**src/rtl/systolic_ctrl.sv**
```systemverilog
// Sequencer for a 2x2 weight-stationary systolic array: loads a weight tile,
// streams skewed input vectors and deskews the two south columns into result beats.
module systolic_ctrl #(
    parameter int DATA_W  = 16,
    parameter int MAX_VEC = 256,
    parameter int CNT_W   = $clog2(MAX_VEC + 1)
) (
    input  logic              clk,
    input  logic              rst,
    input  logic              cmd_valid,
    output logic              cmd_ready,
    input  logic [CNT_W-1:0]  cmd_num_vec,
    input  logic              w_valid,
    output logic              w_ready,
    input  logic [DATA_W-1:0] w_data_1,
    input  logic [DATA_W-1:0] w_data_2,
    input  logic              x_valid,
    output logic              x_ready,
    input  logic [DATA_W-1:0] x_data_1,
    input  logic [DATA_W-1:0] x_data_2,
    output logic              res_valid,
    output logic [DATA_W-1:0] res_data_1,
    output logic [DATA_W-1:0] res_data_2,
    output logic              busy,
    output logic              done,
    output logic [DATA_W-1:0] sys_weight_in_11,
    output logic [DATA_W-1:0] sys_weight_in_12,
    output logic              sys_accept_w_in,
    output logic              sys_switch_in,
    output logic [DATA_W-1:0] sys_data_in_11,
    output logic [DATA_W-1:0] sys_data_in_21,
    output logic              sys_start,
    input  logic [DATA_W-1:0] sys_data_out_21,
    input  logic [DATA_W-1:0] sys_data_out_22,
    input  logic              sys_valid_out_21,
    input  logic              sys_valid_out_22
);

    typedef enum logic [2:0] {
        IDLE,
        LOAD_W,
        SWITCH,
        STREAM,
        DRAIN,
        DONE
    } state_t;

    state_t            state;
    logic [CNT_W-1:0]  num_vec;
    logic [CNT_W-1:0]  x_cnt;
    logic [CNT_W-1:0]  res_cnt;
    logic [1:0]        w_cnt;
    logic [DATA_W-1:0] x2_pipe;
    logic [DATA_W-1:0] col1_reg;
    logic              w_fire;
    logic              x_fire;
    logic              res_fire;

    assign w_fire = w_valid && w_ready;
    assign x_fire = x_valid && x_ready;

    // Column 2 lags column 1 by one cycle, so the held column-1 value belongs to
    // the same vector; results are only forwarded while a command expects them.
    assign res_fire   = sys_valid_out_22 && ((state == STREAM) || (state == DRAIN))
                        && (res_cnt != num_vec);
    assign res_valid  = res_fire;
    assign res_data_1 = res_fire ? col1_reg : '0;
    assign res_data_2 = res_fire ? sys_data_out_22 : '0;

    always_ff @(posedge clk) begin
        if (rst) begin
            state            <= IDLE;
            num_vec          <= '0;
            x_cnt            <= '0;
            res_cnt          <= '0;
            w_cnt            <= '0;
            x2_pipe          <= '0;
            col1_reg         <= '0;
            cmd_ready        <= 1'b1;
            busy             <= 1'b0;
            done             <= 1'b0;
            w_ready          <= 1'b0;
            x_ready          <= 1'b0;
            sys_weight_in_11 <= '0;
            sys_weight_in_12 <= '0;
            sys_accept_w_in  <= 1'b0;
            sys_switch_in    <= 1'b0;
            sys_data_in_11   <= '0;
            sys_data_in_21   <= '0;
            sys_start        <= 1'b0;
        end else begin
            sys_accept_w_in  <= w_fire;
            sys_weight_in_11 <= w_fire ? w_data_1 : '0;
            sys_weight_in_12 <= w_fire ? w_data_2 : '0;

            // Row 2 receives its element one cycle after row 1 to match the array skew.
            sys_start      <= x_fire;
            sys_data_in_11 <= x_fire ? x_data_1 : '0;
            x2_pipe        <= x_fire ? x_data_2 : '0;
            sys_data_in_21 <= x2_pipe;

            if (sys_valid_out_21) begin
                col1_reg <= sys_data_out_21;
            end
            if (res_fire) begin
                res_cnt <= res_cnt + CNT_W'(1);
            end

            sys_switch_in <= 1'b0;
            done          <= 1'b0;

            case (state)
                IDLE: begin
                    if (cmd_valid && cmd_ready) begin
                        num_vec   <= cmd_num_vec;
                        x_cnt     <= '0;
                        res_cnt   <= '0;
                        w_cnt     <= '0;
                        cmd_ready <= 1'b0;
                        busy      <= 1'b1;
                        w_ready   <= 1'b1;
                        state     <= LOAD_W;
                    end
                end
                LOAD_W: begin
                    // Stay one extra cycle after the second beat so its drive
                    // precedes the swap pulse.
                    if (w_fire) begin
                        w_cnt <= w_cnt + 2'd1;
                        if (w_cnt == 2'd1) begin
                            w_ready <= 1'b0;
                        end
                    end else if (w_cnt == 2'd2) begin
                        sys_switch_in <= 1'b1;
                        state         <= SWITCH;
                    end
                end
                SWITCH: begin
                    if (num_vec == '0) begin
                        done  <= 1'b1;
                        state <= DONE;
                    end else begin
                        x_ready <= 1'b1;
                        state   <= STREAM;
                    end
                end
                STREAM: begin
                    if (x_fire) begin
                        x_cnt <= x_cnt + CNT_W'(1);
                        if (x_cnt == num_vec - CNT_W'(1)) begin
                            x_ready <= 1'b0;
                            state   <= DRAIN;
                        end
                    end
                end
                DRAIN: begin
                    if (res_cnt == num_vec) begin
                        done  <= 1'b1;
                        state <= DONE;
                    end
                end
                DONE: begin
                    cmd_ready <= 1'b1;
                    busy      <= 1'b0;
                    state     <= IDLE;
                end
                default: begin
                    state <= IDLE;
                end
            endcase
        end
    end

endmodule

```
**config.mk**
```make
export PLATFORM = sky130hd
export DESIGN_NAME = systolic_ctrl
export DESIGN_NICKNAME = d
export VERILOG_FILES = /design/src/rtl/systolic_ctrl.sv
export SDC_FILE = /design/constraint.sdc
export NUM_CORES = 1
export LEC_CHECK = 0
export CORE_ASPECT_RATIO = 0.7
export CORE_UTILIZATION = 60
export CTS_CLUSTER_DIAMETER = 30
export CTS_CLUSTER_SIZE = 14
export DETAILED_ROUTE_END_ITERATION = 6
export DONT_BUFFER_PORTS = 1
export PLACE_DENSITY = 0.76
export REMOVE_ABC_BUFFERS = 1
export SYNTH_ARGS = -nofsm -noshare
export SYNTH_HDL_FRONTEND = slang
export SYNTH_SLANG_ARGS = --single-unit
```
**constraint.sdc**
```tcl
create_clock -name clk -period 4.8 [get_ports clk]
set_input_delay 0.24 -clock clk [delete_from_list [all_inputs] [get_ports clk]]
set_output_delay 0.24 -clock clk [all_outputs]
set_load 0.01 [all_outputs]
```
==> report_table.html, run 1 <==
<table>
<tr><th>Metric</th><th>Value</th></tr>
<tr><th colspan="2">Global route</th></tr>
<tr><td>Met2 Track Usage GR</td><td>0.606</td></tr>
<tr><td>Grt total ovfl</td><td>0</td></tr>
<tr><td>Number of global-route vias before repair</td><td>4,255</td></tr>
<tr><td>Largest net degree at the start of global routing</td><td>54</td></tr>
<tr><td>GRT met1 Usage</td><td>0.350</td></tr>
<tr><td>Global-route wire length before repair</td><td>approximately 23,000 um</td></tr>
<tr><td>Initial antenna violation count</td><td>0</td></tr>
<tr><td>Global-route layer with the greatest usage</td><td>met2</td></tr>
<tr><td>Met3 Usage GRT</td><td>0.141</td></tr>
<tr><td>Aggregate global-route resource usage</td><td>0.340</td></tr>
<tr><th colspan="2">Yosys</th></tr>
<tr><td>Synth area leaders</td><td>sky130_fd_sc_hd__dfxtp_1, sky130_fd_sc_hd__and2_1, sky130_fd_sc_hd__nor2_1</td></tr>
<tr><td>Number of different library cells in the post-synthesis netlist</td><td>57</td></tr>
<tr><td>Area share of the largest cell type after synthesis</td><td>0.533</td></tr>
<tr><td>XOR/XNOR share of the synthesized area</td><td>0.0515</td></tr>
<tr><td>Predominant post-synthesis flop cell</td><td>sky130_fd_sc_hd__dfxtp_1</td></tr>
<tr><td>Multiplexer share of the synthesized area</td><td>0.0355</td></tr>
<tr><td>Total of flip-flops plus latches after synthesis</td><td>between 100 and 150</td></tr>
<tr><td>Number of synthesis warnings</td><td>0</td></tr>
<tr><td>Dominant cell type by area after synthesis</td><td>sky130_fd_sc_hd__dfxtp_1</td></tr>
<tr><td>Gate Count Post-Synth</td><td>about 530</td></tr>
<tr><td>Post-synth ARST share</td><td>0</td></tr>
<tr><td>Post-synth design cell area</td><td>roughly 5000 um^2</td></tr>
<tr><td>Largest family of logic cells by synthesized area</td><td>simple AND/OR/NAND/NOR gates</td></tr>
<tr><td>Part of the Yosys area used for sequential elements</td><td>0.533</td></tr>
<tr><td>Synthesized area per cell</td><td>9.65 um^2</td></tr>
<tr><td>EDFF count, synth</td><td>0</td></tr>
<tr><td>Simple-gate area share of the yosys netlist</td><td>0.267</td></tr>
<tr><td>Compound-cell area share of the yosys netlist</td><td>0.0720</td></tr>
<tr><td>Adder-cell area share of the yosys netlist</td><td>0.0123</td></tr>
<tr><th colspan="2">Worst setup path</th></tr>
<tr><td>Setup Crit Path Kind</td><td>flip-flop to primary output</td></tr>
<tr><td>Worst-path maximum fanout</td><td>40</td></tr>
<tr><td>Worst path arrival time</td><td>about 2.4 ns</td></tr>
<tr><td>Required time at the worst-slack endpoint</td><td>4.56 ns</td></tr>
<tr><td>Endpoint class of the critical path</td><td>primary output</td></tr>
<tr><td>Startpoint class of the critical path</td><td>flip-flop</td></tr>
<tr><th colspan="2">Final layout</th></tr>
<tr><td>Top library cells by usage in the layout, fill and taps aside</td><td>sky130_fd_sc_hd__dfxtp_1, sky130_fd_sc_hd__dlygate4sd3_1, sky130_fd_sc_hd__and2_1, sky130_fd_sc_hd__nor2_1, sky130_fd_sc_hd__nand2_1</td></tr>
<tr><td># nets final</td><td>between 700 and 800</td></tr>
<tr><td>Fraction of final layout cells with drive strength greater than 1</td><td>0.0599</td></tr>
<tr><td>Post-layout utilization of the core</td><td>0.847</td></tr>
<tr><td>Cell area after layout</td><td>6810 um^2</td></tr>
<tr><td>Most common library cell in the layout ignoring fill and taps</td><td>sky130_fd_sc_hd__dfxtp_1</td></tr>
<tr><td>Synthesis-to-finish area growth</td><td>33.4%</td></tr>
<tr><th colspan="2">STA</th></tr>
<tr><td>Worst slew margin</td><td>0.586</td></tr>
<tr><td>Unrepaired setup endpoints after global routing</td><td>no</td></tr>
<tr><td>Final Setup Violations</td><td>0</td></tr>
<tr><td>Sum of negative setup slack</td><td>0 ns</td></tr>
<tr><td>Slew @ Worst Pin</td><td>0.619 ns</td></tr>
<tr><td>Post-Route Hold Slack</td><td>0.0129 ns</td></tr>
<tr><td>Final hold vios</td><td>0</td></tr>
<tr><td>Period utilization</td><td>0.555</td></tr>
<tr><td>Shortest clock period the worst path allows after layout</td><td>~2.7 ns</td></tr>
<tr><td>FMAX</td><td>0.375 GHz</td></tr>
<tr><td>Final slew viol count</td><td>0</td></tr>
<tr><td>Final worst clock skew</td><td>roughly 0.011 ns</td></tr>
<tr><th colspan="2">Floorplan</th></tr>
<tr><td>Effective utilization at floorplan</td><td>0.635</td></tr>
<tr><td>Row count</td><td>27</td></tr>
<tr><td>Y dimension of the die</td><td>just under 80 um</td></tr>
<tr><td>Number of placed I/O pins</td><td>~220</td></tr>
<tr><td>Die X-Extent</td><td>roughly 110 um</td></tr>
<tr><td>Core area</td><td>8040 um^2</td></tr>
<tr><td>DIE AREA</td><td>just under 9000 um^2</td></tr>
<tr><th colspan="2">Place</th></tr>
<tr><td>Dpl hpwl</td><td>7460 um</td></tr>
<tr><td>Number of input and output port buffers inserted</td><td>0</td></tr>
<tr><td>Final GP Congestion</td><td>roughly 0.85</td></tr>
<tr><td>Area of placed instances</td><td>between 5000 and 6000 um^2</td></tr>
<tr><th colspan="2">Drt</th></tr>
<tr><td>Final antenna-violating net count</td><td>0</td></tr>
<tr><td>Detailed Route Iter0 Violations</td><td>approximately 320</td></tr>
<tr><td>Post-route DRC violation count</td><td>23</td></tr>
<tr><td>Total wirelength of the detailed-routed design</td><td>around 15,000 um</td></tr>
<tr><td>Average detailed-routed wire length per instance</td><td>19.9 um</td></tr>
<tr><td>Routed vias</td><td>between 4,000 and 5,000</td></tr>
<tr><td>Detailed-router iteration count before antenna repair</td><td>7</td></tr>
<tr><td>Via-per-instance ratio</td><td>about 5.7</td></tr>
<tr><th colspan="2">Pwr</th></tr>
<tr><td>Clock group share of total power</td><td>0.435</td></tr>
<tr><td>Highest ir drop seen on vdd</td><td>0.318 mV</td></tr>
<tr><td>Net Switching</td><td>between 0.0008 and 0.0009 W</td></tr>
<tr><td>Sequential share of power</td><td>0.401</td></tr>
<tr><td>Power density relative to cell area</td><td>approximately 480 nW/um^2</td></tr>
<tr><td>Combinational fraction of design power</td><td>0.164</td></tr>
<tr><td>Share of total power consumed by net switching</td><td>0.272</td></tr>
<tr><td>Design internal power</td><td>between 0.002 and 0.0025 W</td></tr>
<tr><td>Total Power Consumption</td><td>approximately 0.0032 W</td></tr>
<tr><td>LEAKAGE</td><td>between 2 and 3 nW</td></tr>
<tr><th colspan="2">Clock tree</th></tr>
<tr><td>Clock buffers created by TritonCTS</td><td>17</td></tr>
<tr><td>Post-cts gate resize count</td><td>0</td></tr>
<tr><td>Clk pin slew, worst setup/hold paths</td><td>~0.05 ns</td></tr>
<tr><td>Clock tree from TritonCTS</td><td>done</td></tr>
<tr><td>Skew-Pair Late Insertion Delay</td><td>slightly above 0.4 ns</td></tr>
<tr><td>Maximum buffer depth of the clock tree</td><td>2</td></tr>
<tr><td>Sink count of the clock tree</td><td>136</td></tr>
<tr><td># H-tree levels</td><td>4</td></tr>
<tr><td>Setup repair bufs after CTS</td><td>0</td></tr>
<tr><td>Root Driver</td><td>sky130_fd_sc_hd__clkbuf_16</td></tr>
<tr><th colspan="2">Run status</th></tr>
<tr><td>Violated checks</td><td>DRC</td></tr>
<tr><td>Run status</td><td>complete, but fails checks</td></tr>
<tr><th colspan="2">Min path</th></tr>
<tr><td>Min-Delay Path Class</td><td>input port to flip-flop</td></tr>
<tr><th colspan="2">Flow run</th></tr>
<tr><td>MaxCap Viol Count</td><td>0</td></tr>
</table>
-- power groups by stage --
stage	Clock [W]	Sequential [W]	Combinational, W
final	0.00141	0.00130	0.000531
after global routing	0.00148	0.00131	0.000573
after CTS	0.00141	0.00130	0.000497
after detailed placement	0	0.00132	0.000415
after global placement	0	0.00131	0.000400
after floorplan	0	0.00129	0.000327
-- per-layer routing --
metal / vias to the layer above / part of all wire
met5: - / 0
met1: 1930 / 0.36
met4: 0 / 0.033
met2: 265 / 0.50
met3: 43 / 0.10
li1: 1926 / -
-- worst max-delay path: stages (launching register included) --
cell                      delay [ns]
sky130_fd_sc_hd__dfxtp_1        0.50
sky130_fd_sc_hd__xnor2_1        0.19
sky130_fd_sc_hd__nand3_1        0.19
sky130_fd_sc_hd__o31ai_1        0.46
sky130_fd_sc_hd__inv_2          0.34
sky130_fd_sc_hd__and2_1         0.32
-- cell families after synthesis --
group / Yosys count
and+or+nand+nor: 249
DFF: 136
AOI/OAI and AO/OA: 54
buffers and inverters: 37
xor gates and xnor gates: 30
muxes: 18
adders and majority gates: 5
-- repair_timing --
item | CTS | global route
hold endpoints to repair | 117 | 0
hold buffers | 102 | 0
setup endpoints to repair | 0 | 0
-- Yosys cell counts, drive strengths merged, types with 5 or more instances --
cell type / number
clkbuf: 28
inv: 6
mux2i: 17
nor2b: 19
and3: 6
dfxtp: 136
and2: 98
xor2: 12
nand4: 5
a21oi: 21
nor2: 51
or3: 5
o21ai: 6
ha: 5
nand2: 34
xnor2: 18
nor3: 7
-- path summary, 6_finish.rpt --
kind / from / to / slack [ns] / cells after the start
hold / removal: sys_valid_out_21 / col1_reg[2] / 0.01 / 2
setup reg to reg: state[2] / res_cnt[8] / 2.31 / 7
hold reg to reg: x2_pipe[1] / sys_data_in_21[1] / 0.45 / 1
setup / recovery: num_vec[7] / res_data_1[2] / 2.14 / 5
-- area by class of cell --
class | instances | area [um^2]
antenna | 1 | 2.50
clock buffer | 22 | 484
clock inverter | 9 | 163
fill | 406 | 1230
inverter | 6 | 22.5
multi-input combinational | 356 | 2240
sequential | 136 | 2720
tap | 101 | 126
timing repair buffer | 105 | 1050
-- through the flow --
step                      cells  setup slack (ns)
after floorplan             498              2.74
final                       736              2.14
after CTS                   735              2.15
after global routing        735              1.94
after detailed placement    602              2.41
after global placement      602              2.55
(Power assumes the default switching activity.)
==> run 2, diff against run 1 <==
--- a/config.mk
+++ b/config.mk
@@ -5,6 +5,7 @@
 export SDC_FILE = /design/constraint.sdc
 export NUM_CORES = 1
 export LEC_CHECK = 0
+export ABC_AREA = 1
 export CORE_ASPECT_RATIO = 0.7
 export CORE_UTILIZATION = 60
 export CTS_CLUSTER_DIAMETER = 30
==> constraint.sdc (replaced) <==
create_clock -name clk -period 2.5 [get_ports clk]
set_input_delay 0.125 -clock clk [delete_from_list [all_inputs] [get_ports clk]]
set_output_delay 0.125 -clock clk [all_outputs]
set_load 0.01 [all_outputs]
==> report_table.html, run 2 <==
<table>
<tr><th>Metric</th><th>Value</th></tr>
<tr><th colspan="2">Run status</th></tr>
<tr><td>Run status</td><td>complete, no violations</td></tr>
<tr><th colspan="2">Yosys</th></tr>
<tr><td>Number of different library cells in the post-synthesis netlist</td><td>32</td></tr>
<tr><td>Synth top cells by count</td><td>sky130_fd_sc_hd__inv_1, sky130_fd_sc_hd__nor2_1, sky130_fd_sc_hd__dfxtp_1</td></tr>
<tr><td>XOR/XNOR share of the synthesized area</td><td>0.0133</td></tr>
<tr><td>EDFF count, synth</td><td>0</td></tr>
<tr><td>Dominant cell type by area after synthesis</td><td>sky130_fd_sc_hd__dfxtp_1</td></tr>
<tr><td>Gate Count Post-Synth</td><td>roughly 720</td></tr>
<tr><td>Post-synth ARST share</td><td>0</td></tr>
<tr><td>Part of the Yosys area used for sequential elements</td><td>0.518</td></tr>
<tr><td>Compound-cell area share of the yosys netlist</td><td>0.0918</td></tr>
<tr><td>Multiplexer share of the synthesized area</td><td>0</td></tr>
<tr><td>Simple-gate area share of the yosys netlist</td><td>0.229</td></tr>
<tr><td>Largest family of logic cells by synthesized area</td><td>simple AND/OR/NAND/NOR gates</td></tr>
<tr><td>Adder-cell area share of the yosys netlist</td><td>0.0119</td></tr>
<tr><td>Number of synthesis warnings</td><td>0</td></tr>
<tr><td>Synth area leaders</td><td>sky130_fd_sc_hd__dfxtp_1, sky130_fd_sc_hd__inv_1, sky130_fd_sc_hd__nor2_1</td></tr>
<tr><td>Area share of the largest cell type after synthesis</td><td>0.518</td></tr>
<tr><td>Cell with the most instances after synthesis</td><td>sky130_fd_sc_hd__inv_1</td></tr>
<tr><td>Predominant post-synthesis flop cell</td><td>sky130_fd_sc_hd__dfxtp_1</td></tr>
<tr><td>Post-synth design cell area</td><td>approximately 5300 um^2</td></tr>
<tr><td>Synthesized area per cell</td><td>around 7.3 um^2</td></tr>
<tr><td>Total of flip-flops plus latches after synthesis</td><td>136</td></tr>
<tr><th colspan="2">STA</th></tr>
<tr><td>Shortest clock period the worst path allows after layout</td><td>about 2.2 ns</td></tr>
<tr><td>FMAX</td><td>approximately 0.45 GHz</td></tr>
<tr><td>Final hold vios</td><td>0</td></tr>
<tr><td>Final Setup Violations</td><td>0</td></tr>
<tr><td>Final slew viol count</td><td>0</td></tr>
<tr><td>Final worst clock skew</td><td>slightly above 0.008 ns</td></tr>
<tr><td>Post-Route Hold Slack</td><td>0.0348 ns</td></tr>
<tr><td>Period utilization</td><td>0.882</td></tr>
<tr><td>Unrepaired setup endpoints after global routing</td><td>no</td></tr>
<tr><td>Slew @ Worst Pin</td><td>a little over 1 ns</td></tr>
<tr><td>Worst slew margin</td><td>0.326</td></tr>
<tr><td>Sum of negative setup slack</td><td>0 ns</td></tr>
<tr><th colspan="2">Worst setup path</th></tr>
<tr><td>Reg-to-Reg Start</td><td>num_vec[5]</td></tr>
<tr><td>Endpoint of the worst-slack reg-to-reg timing path</td><td>res_cnt[3]</td></tr>
<tr><td>Setup Crit Path Kind</td><td>flip-flop to primary output</td></tr>
<tr><td>Required time at the worst-slack endpoint</td><td>2.38 ns</td></tr>
<tr><td>Worst reg2reg setup slack</td><td>approximately 0.48 ns</td></tr>
<tr><td>Length in cells of the worst reg-to-reg path</td><td>10</td></tr>
<tr><td>Startpoint class of the critical path</td><td>flip-flop</td></tr>
<tr><td>Endpoint class of the critical path</td><td>primary output</td></tr>
<tr><td>Worst-path maximum fanout</td><td>37</td></tr>
<tr><td>Worst path arrival time</td><td>2.08 ns</td></tr>
<tr><th colspan="2">Global route</th></tr>
<tr><td>Aggregate global-route resource usage</td><td>0.309</td></tr>
<tr><td>Grt total ovfl</td><td>0</td></tr>
<tr><td>Number of global-route vias before repair</td><td>4,484</td></tr>
<tr><td>Global-route wire length before repair</td><td>between 20,000 and 25,000 um</td></tr>
<tr><td>Largest net degree at the start of global routing</td><td>38</td></tr>
<tr><td>Initial antenna violation count</td><td>0</td></tr>
<tr><th colspan="2">Clock tree</th></tr>
<tr><td>Clk pin slew, worst setup/hold paths</td><td>roughly 0.06 ns</td></tr>
<tr><td>Setup repair bufs after CTS</td><td>0</td></tr>
<tr><td>Clock tree from TritonCTS</td><td>done</td></tr>
<tr><td>Root Driver</td><td>sky130_fd_sc_hd__clkbuf_16</td></tr>
<tr><td># H-tree levels</td><td>4</td></tr>
<tr><td>Skew-Pair Late Insertion Delay</td><td>0.41 ns</td></tr>
<tr><td>Maximum buffer depth of the clock tree</td><td>2</td></tr>
<tr><td>Sink count of the clock tree</td><td>roughly 140</td></tr>
<tr><td>Clock buffers created by TritonCTS</td><td>17</td></tr>
<tr><th colspan="2">Drt</th></tr>
<tr><td>Final antenna-violating net count</td><td>0</td></tr>
<tr><td>Post-route DRC violation count</td><td>0</td></tr>
<tr><td>Detailed Route Iter0 Violations</td><td>between 300 and 400</td></tr>
<tr><td>Total wirelength of the detailed-routed design</td><td>between 10,000 and 15,000 um</td></tr>
<tr><td>Routed vias</td><td>4,724</td></tr>
<tr><td>Detailed-router iteration count before antenna repair</td><td>5</td></tr>
<tr><td>Via-per-instance ratio</td><td>roughly 5</td></tr>
<tr><td>Average detailed-routed wire length per instance</td><td>~15 um</td></tr>
<tr><th colspan="2">Pwr</th></tr>
<tr><td>Power density relative to cell area</td><td>approximately 930 nW/um^2</td></tr>
<tr><td>Net Switching</td><td>~0.0020 W</td></tr>
<tr><td>LEAKAGE</td><td>3.20 nW</td></tr>
<tr><td>Combinational fraction of design power</td><td>0.214</td></tr>
<tr><td>Highest ir drop seen on vdd</td><td>around 0.67 mV</td></tr>
<tr><td>Design internal power</td><td>0.00429 W</td></tr>
<tr><td>Sequential share of power</td><td>0.402</td></tr>
<tr><td>Clock group share of total power</td><td>0.383</td></tr>
<tr><td>Share of total power consumed by net switching</td><td>0.322</td></tr>
<tr><th colspan="2">Place</th></tr>
<tr><td>Dpl hpwl</td><td>a little under 8000 um</td></tr>
<tr><td>Final GP Congestion</td><td>slightly above 0.9</td></tr>
<tr><td>Number of input and output port buffers inserted</td><td>0</td></tr>
<tr><td>Placed insts</td><td>slightly above 800</td></tr>
<tr><td>Area of placed instances</td><td>roughly 5300 um^2</td></tr>
<tr><th colspan="2">Min path</th></tr>
<tr><td>Min-Delay Path Class</td><td>input port to flip-flop</td></tr>
<tr><td>Destination of the worst hold path</td><td>num_vec[2]</td></tr>
<tr><td>Number of instances on the worst hold path</td><td>2</td></tr>
<tr><td>Launch instance of the worst min-delay path</td><td>cmd_num_vec[2]</td></tr>
<tr><th colspan="2">Floorplan</th></tr>
<tr><td>Core area</td><td>around 8500 um^2</td></tr>
<tr><td>Effective utilization at floorplan</td><td>0.620</td></tr>
<tr><td>Y dimension of the die</td><td>80.3 um</td></tr>
<tr><td>DIE AREA</td><td>between 9000 and 10,000 um^2</td></tr>
<tr><td>Die X-Extent</td><td>approximately 110 um</td></tr>
<tr><td>Row count</td><td>28</td></tr>
<tr><td>Number of placed I/O pins</td><td>217</td></tr>
<tr><th colspan="2">Final layout</th></tr>
<tr><td>Most common library cell in the layout ignoring fill and taps</td><td>sky130_fd_sc_hd__inv_1</td></tr>
<tr><td>Fraction of final layout cells with drive strength greater than 1</td><td>0.0758</td></tr>
<tr><td># nets final</td><td>around 920</td></tr>
<tr><td>Post-layout utilization of the core</td><td>0.804</td></tr>
<tr><td>ANT cells</td><td>0</td></tr>
<tr><td>Post-layout instance count excluding filler cells</td><td>938</td></tr>
<tr><td>Synthesis-to-finish area growth</td><td>29.6%</td></tr>
<tr><td>Top library cells by usage in the layout, fill and taps aside</td><td>sky130_fd_sc_hd__inv_1, sky130_fd_sc_hd__nor2_1, sky130_fd_sc_hd__dfxtp_1, sky130_fd_sc_hd__dlygate4sd3_1, sky130_fd_sc_hd__nand2_1</td></tr>
<tr><td>Cell area after layout</td><td>6820 um^2</td></tr>
<tr><th colspan="2">Flow run</th></tr>
<tr><td>MaxCap Viol Count</td><td>0</td></tr>
</table>
[run 2: cell types whose count changed in the layout (fill, tap and decap cells not counted), sizes merged, moves of 7 or more]
cell,delta
inv,+162
nor2,+103
and2,-98
nand2,+54
o21ai,+37
a21oi,+26
nand3,+21
nor2b,-19
mux2i,-17
xnor2,-15
dlygate4sd3,-10
xor2,-7
[run 2: cells by family (layout without fill, tap and decap cells)]
family / Yosys count / count (layout)
buffers and inverters: 188 / 290
AND/OR/NAND/NOR: 287 / 287
flip-flops: 136 / 136
XOR/XNOR: 8 / 8
adder cells (fa/ha/maj): 5 / 5
AO/OA/AOI/OAI: 92 / 92
[run 2: power by group through the flow]
stage                     combinational (W)  clock, W  sequential (W)
final                               0.00136   0.00243         0.00255
after CTS                           0.00132   0.00243         0.00254
after global placement              0.00114         0         0.00258
after global routing                0.00153   0.00254         0.00256
after detailed placement            0.00118         0         0.00258
after floorplan                    0.000955         0         0.00253
[run 2: metal layers]
layer,part of all wire,track usage,up-vias,wire (um)
met5,0,0,-,0
met4,0.018,0.127,0,254
met3,0.077,0.0996,24,1060
met2,0.50,0.537,223,6860
met1,0.41,0.355,2156,5580
li1,-,-,2321,-
[run 2: through the flow]
stage / setup slack, ns / total power (W)
after floorplan: 0.845 / 0.00348
after global placement: 0.649 / 0.00372
after detailed placement: 0.524 / 0.00376
after CTS: 0.271 / 0.00629
after global routing: 0.175 / 0.00663
final: 0.295 / 0.00633
[run 2: critical path: stages (launching register included)]
cell and delay [ns]:
sky130_fd_sc_hd__dfxtp_1 0.47, sky130_fd_sc_hd__inv_2 0.10, sky130_fd_sc_hd__nand2_1 0.07, sky130_fd_sc_hd__nand4_1 0.14
sky130_fd_sc_hd__nor3_2 0.28, sky130_fd_sc_hd__nand2_2 0.13, sky130_fd_sc_hd__nand2_4 0.32, sky130_fd_sc_hd__nor2_1 0.16
[run 2: how the worst max path moves through the flow]
stage | from | to | slack [ns]
2_1_floorplan | num_vec[6] | res_cnt[0] | 0.84
3_3_place_gp | state[0] | res_cnt[1] | 0.65
3_5_place_dp | num_vec[6] | res_cnt[0] | 0.52
4_1_cts | num_vec[6] | res_data_1[3] | 0.27
5_1_grt | num_vec[5] | res_data_1[3] | 0.18
6_report | num_vec[5] | res_data_1[3] | 0.30
[run 2: area by class of cell]
cell class                      instances  area, um^2
Timing Repair Buffer                   92         918
Tap cell                              120         150
Inverter                              167         629
Clock inverter                         14         149
Sequential cell                       136        2720
Fill cell                             548        1660
Clock buffer                           17         425
Multi-Input combinational cell        392        1820
[run 2: timing repair]
| item | CTS | global route |
|---|---|---|
| hold buffers | 91 | 0 |
| gates resized for setup | 0 | 0 |
| endpoints found under the hold margin | 115 | 0 |
==> run 3, diff against run 2 <==
--- a/config.mk
+++ b/config.mk
@@ -7,12 +7,11 @@
 export LEC_CHECK = 0
 export ABC_AREA = 1
 export CORE_ASPECT_RATIO = 0.7
-export CORE_UTILIZATION = 60
+export CORE_UTILIZATION = 30
 export CTS_CLUSTER_DIAMETER = 30
 export CTS_CLUSTER_SIZE = 14
 export DETAILED_ROUTE_END_ITERATION = 6
 export DONT_BUFFER_PORTS = 1
-export PLACE_DENSITY = 0.76
 export REMOVE_ABC_BUFFERS = 1
 export SYNTH_ARGS = -nofsm -noshare
 export SYNTH_HDL_FRONTEND = slang
==> constraint.sdc (replaced) <==
create_clock -name clk -period 2.5 [get_ports clk]
set_input_delay 0.125 -clock clk [delete_from_list [all_inputs] [get_ports clk]]
set_output_delay 0.125 -clock clk [all_outputs]
set_load 0.1 [all_outputs]
==> report_table.html, run 3 (synthesis results as in run 2) <==
<table>
<tr><th>Metric</th><th>Value</th></tr>
<tr><th colspan="2">Run status</th></tr>
<tr><td>Run status</td><td>complete, no violations</td></tr>
<tr><th colspan="2">Floorplan</th></tr>
<tr><td>Row count</td><td>40</td></tr>
<tr><td>Core area</td><td>around 17,000 um^2</td></tr>
<tr><td>Number of placed I/O pins</td><td>about 220</td></tr>
<tr><td>DIE AREA</td><td>around 18,000 um^2</td></tr>
<tr><td>Y dimension of the die</td><td>approximately 110 um</td></tr>
<tr><td>Effective utilization at floorplan</td><td>0.306</td></tr>
<tr><td>Die X-Extent</td><td>approximately 160 um</td></tr>
<tr><th colspan="2">Worst setup path</th></tr>
<tr><td>Ordered list of cells on the worst path</td><td>inv_2, nand2_1, nand4_1, nor3_1, nand2_2, nand2_4, buf_12, nor2_2, buf_4</td></tr>
<tr><td>Worst path arrival time</td><td>~2.3 ns</td></tr>
<tr><td>Required time at the worst-slack endpoint</td><td>around 2.4 ns</td></tr>
<tr><td>Worst-path maximum fanout</td><td>32</td></tr>
<tr><td>Slowest cell on the critical path</td><td>sky130_fd_sc_hd__dfxtp_1</td></tr>
<tr><td>Endpoint class of the critical path</td><td>primary output</td></tr>
<tr><td>Startpoint class of the critical path</td><td>flip-flop</td></tr>
<tr><td>Setup Crit Path Kind</td><td>flip-flop to primary output</td></tr>
<tr><td>Stage delay of the slowest cell on the critical path</td><td>approximately 0.44 ns</td></tr>
<tr><th colspan="2">Final layout</th></tr>
<tr><td>ANT cells</td><td>0</td></tr>
<tr><td># nets final</td><td>a little under 1,000</td></tr>
<tr><td>Top library cells by usage in the layout, fill and taps aside</td><td>sky130_fd_sc_hd__inv_1, sky130_fd_sc_hd__dfxtp_1, sky130_fd_sc_hd__nor2_1, sky130_fd_sc_hd__dlygate4sd3_1, sky130_fd_sc_hd__nand2_1</td></tr>
<tr><td>Fraction of final layout cells with drive strength greater than 1</td><td>0.157</td></tr>
<tr><td>Most common library cell in the layout ignoring fill and taps</td><td>sky130_fd_sc_hd__inv_1</td></tr>
<tr><td>Post-layout utilization of the core</td><td>0.431</td></tr>
<tr><td>Synthesis-to-finish area growth</td><td>40.7%</td></tr>
<tr><th colspan="2">Drt</th></tr>
<tr><td>Via-per-instance ratio</td><td>between 4 and 5</td></tr>
<tr><td>Post-route DRC violation count</td><td>0</td></tr>
<tr><td>Total wirelength of the detailed-routed design</td><td>roughly 14,000 um</td></tr>
<tr><td>Detailed-router iteration count before antenna repair</td><td>4</td></tr>
<tr><td>Detailed Route Iter0 Violations</td><td>roughly 350</td></tr>
<tr><td>Final antenna-violating net count</td><td>0</td></tr>
<tr><td>Routed vias</td><td>around 4,700</td></tr>
<tr><td>Average detailed-routed wire length per instance</td><td>approximately 13 um</td></tr>
<tr><th colspan="2">Place</th></tr>
<tr><td>Final GP Congestion</td><td>between 0.8 and 0.9</td></tr>
<tr><td>Dpl hpwl</td><td>around 9200 um</td></tr>
<tr><td>Number of input and output port buffers inserted</td><td>0</td></tr>
<tr><th colspan="2">STA</th></tr>
<tr><td>FMAX</td><td>~0.42 GHz</td></tr>
<tr><td>Sum of negative setup slack</td><td>0 ns</td></tr>
<tr><td>Unrepaired setup endpoints after global routing</td><td>no</td></tr>
<tr><td>Final slew viol count</td><td>0</td></tr>
<tr><td>Worst slew margin</td><td>0.303</td></tr>
<tr><td>Final Setup Violations</td><td>0</td></tr>
<tr><td>Final worst clock skew</td><td>0.00889 ns</td></tr>
<tr><td>Final hold vios</td><td>0</td></tr>
<tr><td>Shortest clock period the worst path allows after layout</td><td>2.37 ns</td></tr>
<tr><td>Slew @ Worst Pin</td><td>~1.0 ns</td></tr>
<tr><td>Period utilization</td><td>0.949</td></tr>
<tr><td>Post-Route Hold Slack</td><td>approximately 0.11 ns</td></tr>
<tr><th colspan="2">Pwr</th></tr>
<tr><td>Power density relative to cell area</td><td>approximately 1000 nW/um^2</td></tr>
<tr><td>LEAKAGE</td><td>~3.4 nW</td></tr>
<tr><td>Highest ir drop seen on vdd</td><td>about 0.46 mV</td></tr>
<tr><th colspan="2">Clock tree</th></tr>
<tr><td>Root Driver</td><td>sky130_fd_sc_hd__clkbuf_16</td></tr>
<tr><td>Maximum buffer depth of the clock tree</td><td>2</td></tr>
<tr><td># H-tree levels</td><td>4</td></tr>
<tr><td>Sink count of the clock tree</td><td>roughly 140</td></tr>
<tr><td>Clock buffers created by TritonCTS</td><td>17</td></tr>
<tr><td>Clock tree from TritonCTS</td><td>done</td></tr>
<tr><td>Clk pin slew, worst setup/hold paths</td><td>about 0.070 ns</td></tr>
<tr><td>Skew-Pair Late Insertion Delay</td><td>slightly above 0.4 ns</td></tr>
<tr><th colspan="2">Global route</th></tr>
<tr><td>Grt total ovfl</td><td>0</td></tr>
<tr><td>Aggregate global-route resource usage</td><td>0.154</td></tr>
<tr><td>Largest net degree at the start of global routing</td><td>33</td></tr>
<tr><td>Global-route wire length before repair</td><td>about 22,000 um</td></tr>
<tr><td>Initial antenna violation count</td><td>0</td></tr>
<tr><td>Number of global-route vias before repair</td><td>about 4,500</td></tr>
<tr><th colspan="2">Min path</th></tr>
<tr><td>Min-Delay Path Class</td><td>input port to flip-flop</td></tr>
<tr><th colspan="2">Flow run</th></tr>
<tr><td>MaxCap Viol Count</td><td>0</td></tr>
</table>
## run 3: cell types whose count changed in the layout (fill, tap and decap cells not counted)
cell	change
sky130_fd_sc_hd__nor2_1	-32
sky130_fd_sc_hd__dfxtp_2	+1
sky130_fd_sc_hd__buf_12	+1
sky130_fd_sc_hd__dfxtp_1	-1
sky130_fd_sc_hd__inv_8	+4
sky130_fd_sc_hd__clkinv_4	-1
sky130_fd_sc_hd__clkinv_2	-4
sky130_fd_sc_hd__nor2_2	+32
sky130_fd_sc_hd__clkinv_8	+2
sky130_fd_sc_hd__dlygate4sd3_1	+1
sky130_fd_sc_hd__buf_4	+38
## run 3: metrics by stage
stage	worst slack, ns	cells	cell area [um^2]	power [W]
finish	0.127	1090	7400	0.00730
global route	0.00556	1090	7400	0.00770
CTS	0.0761	1090	7400	0.00737
detailed placement	0.539	966	5860	0.00460
global placement	0.565	966	5860	0.00459
floorplan	-0.0154	695	5170	0.00418
## run 3: timing repair
item,CTS,global route
hold endpoints to repair,116,0
endpoints found under the setup margin,0,32
resized for setup,0,1
buffers inserted,0,0
hold buffers,92,0
## run 3: worst max-delay path, delay by kind of cell, from the launching register on
kind	cells	cell delay [ns]
buffers and inverters	3	0.57
AND/OR/NAND/NOR	6	0.79
flip-flops	1	0.44
## run 3: power by group
group	switching (W)	total, W	internal (W)
Combinational	0.00128	0.00184	0.000561
Clock	0.00108	0.00261	0.00153
Sequential	0.000499	0.00284	0.00234
## run 3: final cells by class
| class | count | area [um^2] |
|---|---|---|
| clock buffers | 17 | 425 |
| clock inverters | 15 | 198 |
| fillers | 1686 | 9770 |
| inverters | 167 | 629 |
| multi-input cells | 392 | 1900 |
| flip-flops and latches | 136 | 2720 |
| well taps | 231 | 289 |
| repair buffers | 132 | 1230 |
## run 3: worst paths after layout
kind                                  from                end  slack (ns)  depth (start not counted)
worst max-delay path            num_vec[2]      res_data_1[0]        0.13                          9
worst min-delay path             cmd_valid            w_ready        0.11                          4
worst max register to register  num_vec[0]           state[0]        0.61                         15
worst min register to register  x2_pipe[9]  sys_data_in_21[9]        0.40                          2
## run 3: metal layers
layer,up-vias,share of wire,global-route usage
met5,-,0,0
met4,0,0.0077,0.0400
met3,11,0.073,0.0517
met2,166,0.47,0.256
met1,2103,0.45,0.192
li1,2401,-,-
